### src/rtl/tmr_fault_monitor.sv
// rtl/tmr_fault_monitor.sv - TMR replica fault classifier, error counters, persistence and irq
// Optional persistent-fault detection is enabled by defining TMR_MON_PERSIST_EN.
module tmr_fault_monitor #(
    parameter int WIDTH      = 8,
    parameter int CNT_WIDTH  = 8,
    parameter int PERSIST_TH = 4
) (
    input  logic                 clk,
    input  logic                 rst,
    input  logic                 enable,
    input  logic                 clear,
    input  logic [WIDTH-1:0]     q_1,
    input  logic [WIDTH-1:0]     q_2,
    input  logic [WIDTH-1:0]     q_3,
    input  logic [WIDTH-1:0]     voted_q,
    output logic [2:0]           fault_now,
    output logic [CNT_WIDTH-1:0] err_cnt_1,
    output logic [CNT_WIDTH-1:0] err_cnt_2,
    output logic [CNT_WIDTH-1:0] err_cnt_3,
    output logic [2:0]           perm_fault,
    output logic                 uncorr,
    output logic [CNT_WIDTH-1:0] uncorr_cnt,
    output logic                 irq
);

    // Run counters are 4 bits wide, so the threshold must fit in 1..15.
    if (PERSIST_TH < 1 || PERSIST_TH > 15) begin : g_bad_persist_th
        $error("PERSIST_TH out of range 1..15");
    end

    logic [2:0]                mis;
    logic                      ucr;
    logic [2:0]                fault_now_d, fault_now_q;
    logic [2:0][CNT_WIDTH-1:0] err_cnt_d, err_cnt_q;
    logic                      uncorr_d, uncorr_q;
    logic [CNT_WIDTH-1:0]      uncorr_cnt_d, uncorr_cnt_q;
    logic                      irq_d, irq_q;

    assign mis = {q_3 != voted_q, q_2 != voted_q, q_1 != voted_q};
    assign ucr = (q_1 != q_2) && (q_1 != q_3) && (q_2 != q_3);

`ifdef TMR_MON_PERSIST_EN
    localparam logic [3:0] RUN_TH = 4'(PERSIST_TH);

    logic [2:0][3:0] run_d, run_q;
    logic [2:0]      perm_fault_d, perm_fault_q;

    always_comb begin
        run_d        = run_q;
        perm_fault_d = perm_fault_q;
        if (clear) begin
            run_d        = '0;
            perm_fault_d = 3'b000;
        end else if (enable && !ucr) begin
            for (int i = 0; i < 3; i++) begin
                if (!mis[i]) begin
                    run_d[i] = 4'd0;
                end else if (run_q[i] != RUN_TH) begin
                    run_d[i] = run_q[i] + 4'd1;
                end
                if (mis[i] && run_d[i] == RUN_TH) begin
                    perm_fault_d[i] = 1'b1;
                end
            end
        end
    end

    always_ff @(posedge clk) begin
        if (rst) begin
            run_q        <= '0;
            perm_fault_q <= 3'b000;
        end else begin
            run_q        <= run_d;
            perm_fault_q <= perm_fault_d;
        end
    end

    assign perm_fault = perm_fault_q;
`else
    logic [2:0] perm_fault_d, perm_fault_q;
    assign perm_fault_d = 3'b000;
    assign perm_fault_q = 3'b000;
    assign perm_fault   = 3'b000;
`endif

    always_comb begin
        fault_now_d  = 3'b000;
        err_cnt_d    = err_cnt_q;
        uncorr_d     = uncorr_q;
        uncorr_cnt_d = uncorr_cnt_q;
        if (clear) begin
            err_cnt_d    = '0;
            uncorr_d     = 1'b0;
            uncorr_cnt_d = '0;
        end else if (enable) begin
            if (ucr) begin
                fault_now_d = 3'b111;
                uncorr_d    = 1'b1;
                if (!(&uncorr_cnt_q)) begin
                    uncorr_cnt_d = uncorr_cnt_q + 1'b1;
                end
            end else begin
                fault_now_d = mis;
                for (int i = 0; i < 3; i++) begin
                    if (mis[i] && !(&err_cnt_q[i])) begin
                        err_cnt_d[i] = err_cnt_q[i] + 1'b1;
                    end
                end
            end
        end
        // Clearing only lowers sticky bits, so it can never raise irq.
        irq_d = (|(perm_fault_d & ~perm_fault_q)) | (uncorr_d & ~uncorr_q);
    end

    always_ff @(posedge clk) begin
        if (rst) begin
            fault_now_q  <= 3'b000;
            err_cnt_q    <= '0;
            uncorr_q     <= 1'b0;
            uncorr_cnt_q <= '0;
            irq_q        <= 1'b0;
        end else begin
            fault_now_q  <= fault_now_d;
            err_cnt_q    <= err_cnt_d;
            uncorr_q     <= uncorr_d;
            uncorr_cnt_q <= uncorr_cnt_d;
            irq_q        <= irq_d;
        end
    end

    assign fault_now  = fault_now_q;
    assign err_cnt_1  = err_cnt_q[0];
    assign err_cnt_2  = err_cnt_q[1];
    assign err_cnt_3  = err_cnt_q[2];
    assign uncorr     = uncorr_q;
    assign uncorr_cnt = uncorr_cnt_q;
    assign irq        = irq_q;

endmodule

### config.mk
export PLATFORM = sky130hd
export DESIGN_NAME = tmr_fault_monitor
export DESIGN_NICKNAME = d
export VERILOG_FILES = /design/src/rtl/tmr_fault_monitor.sv
export SDC_FILE = /design/constraint.sdc
export NUM_CORES = 1
export LEC_CHECK = 0
export ABC_AREA = 1
export BUFFER_PORTS_ARGS = -buffer_cell sky130_fd_sc_hd__buf_2
export CORE_MARGIN = 3
export CORE_UTILIZATION = 48
export CTS_CLUSTER_SIZE = 25
export DETAILED_ROUTE_END_ITERATION = 10
export PLACE_DENSITY = 0.8
export RECOVER_POWER = 25
export SETUP_SLACK_MARGIN = 0.15
export SYNTH_ARGS = -nofsm -noshare
export SYNTH_HDL_FRONTEND = slang
export SYNTH_SLANG_ARGS = --single-unit
### constraint.sdc
create_clock -name clk -period 1.8 [get_ports clk]
set_clock_uncertainty 0.1 [all_clocks]
set_input_delay 0.18 -clock clk [delete_from_list [all_inputs] [get_ports clk]]
set_output_delay 0.18 -clock clk [all_outputs]
set_load 0.02 [all_outputs]
Word-level counts from Yosys, hierarchy flattened:

Cells that the tools add are included.

* word-level logic and storage cells: 44
* flip-flop bits (word level): 37

* equality and inequality tests: 6
* bitwise gates (word level): 5
* reduce and logical (&&, ||, !) cells: 18
* muxes and demuxes: 4
* $add $sub $neg: 4

Operator list (count)
* $ne 8x8->1: 6
* $add 8x1->8 const B: 4
* $reduce_and 8->1: 4
* $reduce_and 3->1: 4
* $logic_and 1x1->1: 5
* $not 1->1: 4
* $logic_not 1->1: 3
* $mux 1: 3
* $mux 3: 1
* $reduce_or 3->1: 1
* $reduce_or 2->1: 1
* $and 1x1->1: 1

Depth between registers and ports, before layout:

Gate-level depths: netlist of run 1.

* depth after elaboration: 7
* mapped depth: 12

Worst setup path before layout of run 1:

No wires, ideal clock.

* kind: register to register
* from: register uncorr_cnt_q[0] (netlist: uncorr_cnt[0])
* to: register uncorr_cnt_q[5] (netlist: uncorr_cnt[5])
* cell stages (with the launch flop): 8
* path buffers: 0
* arrival time: 1.547 ns
* required time: 1.568 ns
* setup slack: 0.020 ns
* period minus slack after synthesis: 1.780 ns
* path through: dfxtp_1 -> ha_1 -> nand2_1 -> nor2_1 -> a21oi_1 -> nand3_2 -> nand2_1 -> a21oi_1

* longest elaborated chain between the ends: 3
* elaborated cells between the ends (all ways): 4

RTL lines
* start: declaration: line 36 `logic [CNT_WIDTH-1:0] uncorr_cnt_d, uncorr_cnt_q;`
* start signal: assignment: line 126 `uncorr_cnt_q <= uncorr_cnt_d;`
* parallel branches: the longest is 3 deep, another holds $add 8x1->8

Parallel ways; which one is timed is not known.
A chain may end at the register's enable or synchronous reset.

Worst setup path in the final report of run 1:

* from: register err_cnt_q, in the netlist err_cnt_2[1]
* to: register err_cnt_q, in the netlist err_cnt_2[0]

* longest elaborated chain between the ends: 4

RTL lines
* start: declaration: line 34 `logic [2:0][CNT_WIDTH-1:0] err_cnt_d, err_cnt_q;`
* start signal: assignment: line 124 `err_cnt_q <= err_cnt_d;`
* $reduce_and 8->1: line 105 `if (mis[i] && !(&err_cnt_q[i])) begin`
* $logic_not 1->1: line 105
* $logic_and 1x1->1: line 105
* $reduce_and 3->1 (no source line)

Every way passes these cells.

==> results of run 1 <==
final timing paths:
| path | startpoint | slack, ns | end |
|---|---|---|---|
| max | err_cnt_2[1] | 0.09 | err_cnt_2[0] |
| min | rst | 0.16 | uncorr_cnt[0] |
| max reg2reg | err_cnt_2[1] | 0.09 | err_cnt_2[0] |
| min reg2reg | err_cnt_1[1] | 0.40 | err_cnt_1[1] |
metrics by stage:
| step | std cells | util |
|---|---|---|
| detailed placement | 609 | 0.591 |
| floorplan | 465 | - |
| finish | 626 | 0.643 |
| CTS | 617 | 0.611 |
| global route | 626 | 0.643 |
| global placement | 609 | 0.591 |
power groups by stage:
stage,sequential [mW],combinational (mW),clock (mW)
final,0.823,0.336,0.566
after global routing,0.824,0.382,0.609
after CTS,0.830,0.326,0.567
after detailed placement,0.849,0.323,0
after global placement,0.848,0.315,0
after floorplan,0.857,0.198,0
cell families (layout without fill, tap and decap cells):
family	Yosys count	count (layout)	synth area share
simple gates	287	287	0.441
compound gates	35	35	0.0623
other cells	1	3	0.00133
buf+inv	63	152	0.102
xor+xnor	36	36	0.112
flops	37	37	0.263
fa+ha+maj	4	4	0.0178
what timing repair did:
action                                  CTS  global route
pin swaps                                 0            20
setup buffers                             0             9
endpoints found under the setup margin   24            32
resized for setup                         6            31
cloned                                    0             0
hold buffers                              0             0
routing by layer:
layer	up-vias	part of all wire
li1	1642	-
met1	1402	0.44
met2	94	0.48
met3	15	0.058
met4	0	0.022
met5	-	0
critical path, delay by kind of cell (launching register included):
kind	cells	cell delay, ns
simple gates	6	0.81
flops	1	0.38
fa+ha+maj	1	0.15
compound gates	1	0.14
buf+inv	1	0.05
synth_stat cells, types with 2 or more instances:
| cell | number |
|---|---|
| nand3_1 | 14 |
| nand2_1 | 184 |
| buf_4 | 3 |
| nand4_1 | 34 |
| nor3_1 | 2 |
| xor2_1 | 23 |
| clkbuf_1 | 6 |
| xnor2_1 | 13 |
| buf_8 | 2 |
| a21oi_1 | 35 |
| nor2_2 | 5 |
| nor2_1 | 41 |
| inv_2 | 7 |
| ha_1 | 4 |
| dfxtp_1 | 37 |
| inv_1 | 44 |
flip-flops by register name (all words and copies together), names as in the netlist:
signal / flops
err_cnt_1: 8
err_cnt_2: 8
err_cnt_3: 8
uncorr_cnt: 8
fault_now: 3
irq: 1
uncorr: 1
cell type report:
cell class,count,area share
well taps,72,0.0251
flip-flops and latches,37,0.213
repair buffers,93,0.148
multi-input cells,365,0.538
clock buffers,6,0.0203
clock inverters,2,0.00279
inverters,51,0.0534
==> impl_metrics.csv, run 1 <==
group,metric,value,unit
setup_path,rr_worst_depth,9,
layout,fillCellCount,521,
logic_synthesis,synth.avg_cell_area,6.07,µm²
setup_path,required,1.92,ns
worst_hold_path,hold_path.class,"primary input to register",
clock_network,clkLatencyLatePin,0.29,ns
timing,setup_viol,0,
global_routing,use_met3,0.0445,
run_status,outcome,"finished clean",
global_routing,grt_most_used_layer,"met2",
placement,place_hpwl,5460,µm
global_routing,antenna_found_initial,0,
power,power_density,482,nW/µm²
timing,fin_crit_sh,0.950,
logic_synthesis,ys_async_sr_fraction,0,
layout,nNetsFinal,593,
power,combPwrFrac,0.195,
clock_network,clkSinkCount,37,
setup_path,startpoint_type,"register",
power,vdd_drop_max,444,µV
worst_hold_path,holdPathStages,5,
placement,port-buffer-count,72,
setup_path,endpoint_kind,"register",
timing,finalHoldViolations,0,
logic_synthesis,synth_area_leader_cell,"dfxtp_1",
die,die_area,6810,µm²
setup_path,cpPeakStageDelay,0.38,ns
die,die_h,82.5,µm
die,ios,76,
setup_path,crit_type,"register to register",
clock_network,cts_tree,"yes",
die,die_x,82.5,µm
global_routing,grt_usage,0.215,
logic_synthesis,synth.top_cell.area_share,0.263,
timing,fin_tns_setup,0,ns
power,intPower,1.21,mW
global_routing,gr-total-overflow,0,
drt,drt_drc_violations_left,0,
layout,ff_latch_area,763,µm²
job,maxCapViolations,0,
timing,rsz0062_at_grt,"true",
logic_synthesis,syn-cell-area,2810,µm²
logic_synthesis,yosys_warnings,0,
layout,final_area,3580,µm²
setup_path,crit_chain,"ha_4 -> nand2_4 -> inv_2 -> nand4_1 -> nor3_2 -> nor2_2 -> nand3_4 -> nand2_1 -> a21oi_2",
drt,drt_iter0_drc,181,
power,netSwitchingFraction,0.298,
layout,final_common_cell,"nand2_1",
global_routing,grt_max_degree,32,
die,start_util,0.504,
power,p_seq_frac,0.477,
power,finalPower,1.73,mW
drt,ant_nets,0,
drt,vias,3153,
timing,min_period,1.71,ns
timing,drv_slew,0,
global_routing,use_met2,0.351,
logic_synthesis,synth-main-ff-cell,"dfxtp_1",
logic_synthesis,netlist_instances,463,
layout,mostFrequentLayoutCells,"180 x nand2_1, 55 x buf_2, 43 x inv_1",
drt,wirelength,7700,µm
logic_synthesis,yosysUniqueCellTypes,25,
timing,setup_ws,0.0898,ns
layout,syn2layout_area_growth,27.4,%
layout,num_antenna_cells,0,
logic_synthesis,ys_seq_area_frac,0.263,
drt,vias_per_cell,5.04,
clock_network,numCtsBuffers,5,
power,clkPwrFrac,0.328,
logic_synthesis,synth_edf_count,0,
logic_synthesis,ys_ff_latch,37,
placement,placed_area,3300,µm²
logic_synthesis,yosys-top-cells-area,"dfxtp_1 26%, nand2_1 25%, nand4_1 7.6%",
layout,multi_input_area,1930,µm²
global_routing,grtUsageMet1,0.277,
clock_network,cts_buffer_depth,2,
setup_path,worst-path-max-fanout,8,
layout,drive_above_1_share,0.233,
power,leakagePower,1.76,nW
clock_network,ctsRootBufferMaster,"clkbuf_8",
die,rows,27,
timing,max_freq,585,MHz
placement,pre_cts_ws,0.0819,ns
setup_path,slowest_stage,"dfxtp_4",
drt,dr.pass1.iters,4,
power,p_sw,515,µW
die,core_area,5570,µm²
clock_network,h-tree-depth,2,
global_routing,grt_pass1_wl,11600,µm
setup_path,worstPathArrival,1.83,ns
placement,gp_congestion,0.806,
timing,hold_ws,0.164,ns
drt,avgRoutedWirePerCell,12.3,µm
clock_network,clk_pin_slew,0.07,ns
global_routing,grt_pass1_vias,2741,
Power figures use the tool's default switching activity.
==> run 2, diff against run 1 <==
- CELL_PAD_IN_SITES_DETAIL_PLACEMENT: not set -> 0
- CELL_PAD_IN_SITES_GLOBAL_PLACEMENT: not set -> 1
- CORE_UTILIZATION: 48 -> 32
- CTS_BUF_LIST: not set -> sky130_fd_sc_hd__clkbuf_8 sky130_fd_sc_hd__clkbuf_16
- PLACE_DENSITY: 0.8 -> 0.79
==> run 2 against run 1 <==
Critical path depth unchanged. Largest power group unchanged. Register-to-register slack improved by 0.08 ns. Wire length increased by 3.7%. First-iteration DRC count decreased by 25%. Power increased by 11%. Largest cell class unchanged. Flip-flop and latch count unchanged. Global-route usage decreased by 6.0 points. Worst setup slack improved by 0.081 ns. Non-clock buffer count increased by 2. Critical endpoint is now err_cnt_3[2].
==> impl_metrics.csv, run 2 (synthesis gave the netlist of run 1 again) <==
group,metric,value,unit
timing,finalHoldViolations,0,
global_routing,grt_most_used_layer,"met2",
placement,pre_cts_ws,0.0387,ns
global_routing,grt_pass1_wl,12700,µm
drt,ant_nets,0,
global_routing,grt_max_degree,14,
clock_network,ctsRootBufferMaster,"clkbuf_8",
timing,min_period,1.63,ns
setup_path,startpoint,"err_cnt_3[1]",
clock_network,cts_buffer_depth,2,
layout,num_antenna_cells,0,
drt,dr.pass1.iters,5,
run_status,outcome,"finished clean",
setup_path,r2r_setup_slack,0.17,ns
worst_hold_path,hold_path.class,"primary input to register",
timing,max_freq,614,MHz
power,vdd_drop_max,289,µV
setup_path,required,1.93,ns
timing,setup_viol,0,
drt,drt_drc_violations_left,0,
clock_network,h-tree-depth,2,
die,rows,33,
setup_path,rr_worst_depth,9,
power,intPower,1.39,mW
layout,nNetsFinal,596,
die,core_area,8380,µm²
worst_hold_path,holdPathStages,5,
layout,final_util,0.436,
global_routing,grt_pass1_vias,2814,
setup_path,critPathMostFrequentCell,"nand2_2",
placement,port-buffer-count,72,
global_routing,antenna_found_initial,0,
setup_path,cp.depth,9,
clock_network,numCtsBuffers,5,
power,finalPower,1.91,mW
timing,setup_ws,0.171,ns
setup_path,worst-path-max-fanout,8,
layout,final_common_cell,"nand2_1",
setup_path,crit_type,"register to register",
setup_path,crit_chain,"ha_4 -> nand2_2 -> inv_2 -> nand4_1 -> nor3_2 -> nor2_2 -> nand3_4 -> nand2_2 -> a21oi_2",
timing,fin_tns_setup,0,ns
power,power_density,523,nW/µm²
timing,fin_crit_sh,0.905,
power,p_sw,524,µW
setup_path,startpoint_type,"register",
global_routing,gr-total-overflow,0,
global_routing,grtUsageMet1,0.206,
drt,vias_per_cell,4.70,
clock_network,cts_tree,"yes",
die,start_util,0.335,
setup_path,endpoint_kind,"register",
setup_path,cpLargestDelayFamily,"simple AND/OR/NAND/NOR gates",
drt,avgRoutedWirePerCell,12.1,µm
layout,syn2layout_area_growth,30.0,%
die,die_x,99.7,µm
drt,vias,3109,
drt,drt_iter0_drc,136,
power,combPwrFrac,0.176,
clock_network,clk_pin_slew,0.08,ns
global_routing,use_met2,0.252,
setup_path,worstPathArrival,1.76,ns
drt,wirelength,7990,µm
power,clkPwrFrac,0.394,
timing,rsz0062_at_grt,"true",
clock_network,clkLatencyLatePin,0.29,ns
placement,place_hpwl,6130,µm
timing,drv_slew,0,
power,netSwitchingFraction,0.274,
global_routing,use_met3,0.0288,
layout,drive_above_1_share,0.242,
setup_path,critical_path.endpoint,"err_cnt_3[2]",
power,p_seq_frac,0.431,
die,die_area,9950,µm²
setup_path,cpPeakStageDelay,0.38,ns
setup_path,slowest_stage,"dfxtp_4",
die,ios,76,
power,leakagePower,1.77,nW
setup_path,r2r_end,"err_cnt_3[2]",
placement,gp_congestion,0.749,
job,maxCapViolations,0,
setup_path,rr_startpoint,"err_cnt_3[1]",
layout,mostFrequentLayoutCells,"178 x nand2_1, 55 x buf_2, 44 x inv_1",
clock_network,clkSinkCount,37,
setup_path,cp.buffers_inverters,1,
global_routing,grt_usage,0.154,
die,die_h,99.7,µm
[run 2: cell types whose count changed in the layout (fill, tap and decap cells not counted), moves of 3 or more]
cell | previous run | this run
a21oi_1 | 30 | 26
nand2_2 | 3 | 6
a21oi_2 | 5 | 9
buf_4 | 17 | 21
[run 2: worst min-delay path: stages]
cell and delay, ns:
buf_2 0.08, nor2_1 0.04, buf_4 0.15, nand2_1 0.06
nor2_1 0.04
[run 2: layout make-up]
| type | instances | area, µm² |
|---|---|---|
| Inverter | 51 | 191 |
| Fill cell | 873 | 4730 |
| Multi-Input combinational cell | 366 | 1940 |
| Tap cell | 105 | 131 |
| Sequential cell | 37 | 758 |
| Clock inverter | 2 | 33.8 |
| Clock buffer | 6 | 82.6 |
| Timing Repair Buffer | 95 | 519 |
[run 2: per-layer routing]
layer,up-vias,routed length [µm],part of all wire
met1,1378,3840,0.48
met3,7,418,0.052
met5,-,0,0
met2,73,3660,0.46
li1,1651,-,-
met4,0,65,0.0081
[run 2: how the worst min path moves through the flow]
| stage | start | endpoint |
|---|---|---|
| after global placement | err_cnt_3[7] | err_cnt_3[7] |
| after CTS | enable | err_cnt_3[0] |
| after floorplan | rst | uncorr_cnt[1] |
| final | rst | uncorr_cnt[1] |
| after detailed placement | err_cnt_3[7] | err_cnt_3[7] |
| after global routing | rst | uncorr_cnt[0] |
[run 2: stage by stage]
step	hold slack, ns	std cells	cell area [µm²]
floorplan	0.277	465	2840
global placement	0.364	649	3380
detailed placement	0.373	649	3380
CTS	0.171	657	3520
global route	0.205	662	3660
finish	0.193	662	3660
[run 2: timing repair]
action                     in CTS  in global routing
buffers inserted                0                  4
resized for setup               5                 32
hold buffers                    0                  0
pin swaps                       1                 16
cloned                          0                  1
setup endpoints to repair      24                 32
[run 2: power groups by stage]
stage | Combinational, mW | Sequential, mW | Clock, mW
global route | 0.381 | 0.824 | 0.802
finish | 0.335 | 0.823 | 0.752
floorplan | 0.198 | 0.857 | 0
detailed placement | 0.333 | 0.848 | 0
global placement | 0.329 | 0.849 | 0
CTS | 0.336 | 0.829 | 0.770
==> run 3, diff against run 2 <==
- CELL_PAD_IN_SITES_DETAIL_PLACEMENT: 0 -> not set
- CELL_PAD_IN_SITES_GLOBAL_PLACEMENT: 1 -> not set
- CORE_UTILIZATION: 32 -> 50
- PLACE_DENSITY: 0.79 -> 0.8
- clock period: 1.8 -> 1.9 ns (I/O delays scaled with it)
==> run 3 against run 2 <==
Count of clock-buffer cells in the layout rose by 1. Via count rose by 1.0%. Maximum frequency fell by 3.2%. Core utilization rose by 22 points. Sequential share of layout area rose by 0.95 points. Power fell by 10%. Register-to-register slack improved by 0.05 ns. Die area fell by 34%. Sequential power fell by 4.5%. Critical endpoint is now err_cnt_2[1]. Largest cell class unchanged. Largest power group unchanged.
==> impl_metrics.csv, run 3 (synthesis gave the netlist of run 1 again) <==
group,metric,value,unit
drt,wirelength,7240,µm
layout,mostFrequentLayoutCells,"184 x nand2_1, 56 x buf_2, 44 x inv_1",
setup_path,worst-path-max-fanout,8,
setup_path,startpoint,"err_cnt_2[1]",
die,rows,26,
placement,pre_cts_ws,0.158,ns
die,core_area,5270,µm²
worst_hold_path,min_from,"rst",
die,ios,76,
drt,drt_drc_violations_left,0,
global_routing,grt_max_degree,32,
layout,drive_above_1_share,0.200,
setup_path,r2r_end,"err_cnt_2[1]",
job,maxCapViolations,0,
clock_network,numCtsBuffers,5,
worst_hold_path,hold_path.class,"primary input to register",
power,intPower,1.23,mW
drt,vias_per_cell,5.06,
timing,setup_ws,0.217,ns
timing,min_period,1.68,ns
timing,max_freq,594,MHz
die,die_area,6560,µm²
layout,multi_input_area,1840,µm²
global_routing,grt_usage,0.225,
layout,ff_latch_area,747,µm²
layout,num_antenna_cells,0,
timing,rsz0062_at_grt,"false",
setup_path,rr_startpoint,"err_cnt_2[1]",
layout,nNetsFinal,589,
setup_path,critical_path.endpoint,"err_cnt_2[1]",
power,combPwrFrac,0.180,
run_status,outcome,"finished clean",
global_routing,grt_pass1_wl,12000,µm
timing,fin_crit_sh,0.886,
layout,syn2layout_area_growth,22.5,%
power,clkPwrFrac,0.364,
drt,drt_iter0_drc,142,
power,power_density,500,nW/µm²
setup_path,rr_worst_depth,9,
drt,vias,3140,
setup_path,endpoint_kind,"register",
drt,ant_nets,0,
power,p_sw,491,µW
timing,finalHoldViolations,0,
clock_network,cts_tree,"yes",
clock_network,clkLatencyLatePin,0.29,ns
drt,dr.pass1.iters,4,
placement,gp_congestion,0.842,
setup_path,startpoint_type,"register",
setup_path,crit_type,"register to register",
die,die_h,81.0,µm
global_routing,gr-total-overflow,0,
clock_network,h-tree-depth,2,
clock_network,hold_buffers,0,
die,start_util,0.533,
timing,setup_viol,0,
clock_network,clk_pin_slew,0.08,ns
power,netSwitchingFraction,0.286,
setup_path,r2r_setup_slack,0.22,ns
global_routing,grt_pass1_vias,2897,
drt,avgRoutedWirePerCell,11.7,µm
setup_path,worstPathArrival,1.75,ns
global_routing,antenna_found_initial,0,
layout,fillCellCount,502,
timing,drv_slew,0,
power,vdd_drop_max,582,µV
layout,final_common_cell,"nand2_1",
die,die_x,81.0,µm
clock_network,clkSinkCount,37,
power,finalPower,1.72,mW
power,leakagePower,1.73,nW
placement,port-buffer-count,72,
timing,fin_tns_setup,0,ns
power,p_seq_frac,0.457,
setup_path,required,1.96,ns
clock_network,ctsRootBufferMaster,"clkbuf_8",
placement,place_hpwl,5500,µm
clock_network,cts_buffer_depth,2,
-- run 3: cell count changes in the layout (fill, tap and decap cells not counted), moves of 3 or more --
cell	before	now
a21oi_1	26	34
nand2_2	6	0
nand2_1	178	184
a21oi_2	9	0
dfxtp_4	4	0
buf_4	21	16
dfxtp_2	2	5
-- run 3: critical path: stages, from the launching register on --
cell and delay, ns:
dfxtp_2 0.37, ha_1 0.19, nand2_1 0.09, inv_1 0.07
nand4_1 0.15, nor3_2 0.19, nor2_2 0.08, buf_4 0.17
nand4_1 0.08, a21oi_1 0.08
-- run 3: how the worst min path moves through the flow --
| stage | to | slack (ns) | cells past startpoint |
|---|---|---|---|
| final | uncorr_cnt[0] | 0.19 | 5 |
| after CTS | uncorr_cnt[0] | 0.17 | 5 |
| after detailed placement | err_cnt_3[7] | 0.37 | 2 |
| after global placement | err_cnt_2[1] | 0.37 | 2 |
| after global routing | uncorr_cnt[0] | 0.19 | 5 |
| after floorplan | uncorr_cnt[1] | 0.29 | 3 |
-- run 3: layer usage --
metal	GRT usage	vias up	part of all wire
met5	0	-	0
met4	0.0777	0	0.015
met3	0.0466	16	0.068
met2	0.378	112	0.48
met1	0.286	1379	0.44
li1	-	1633	-
-- run 3: stage by stage --
step                      hold slack, ns  cells  utilization  area, µm²
after CTS                          0.174    619        0.648       3420
after floorplan                    0.287    465            -       2830
after global routing               0.190    620        0.653       3440
final                              0.186    620        0.653       3440
after global placement             0.367    611        0.627       3310
after detailed placement           0.374    611        0.627       3310
-- run 3: power by group through the flow --
stage / Sequential [mW] / Combinational, mW / Clock [mW]
CTS: 0.785 / 0.308 / 0.641
finish: 0.786 / 0.309 / 0.625
global route: 0.787 / 0.353 / 0.673
detailed placement: 0.804 / 0.306 / 0
floorplan: 0.811 / 0.188 / 0
global placement: 0.804 / 0.300 / 0
-- run 3: layout make-up --
cell class | count | share of cell area
Multi-Input combinational cell | 365 | 0.535
Sequential cell | 37 | 0.217
Timing Repair Buffer | 89 | 0.137
Inverter | 51 | 0.0556
Clock buffer | 7 | 0.0280
Tap cell | 70 | 0.0254
Clock inverter | 1 | 0.00254
-- run 3: timing repair --
item / CTS / global route
endpoints found under the hold margin: 0 / 0
pin swaps: 0 / 2
resized for setup: 1 / 9
buffers inserted: 0 / 1
cloned: 0 / 0
endpoints found under the setup margin: 5 / 27
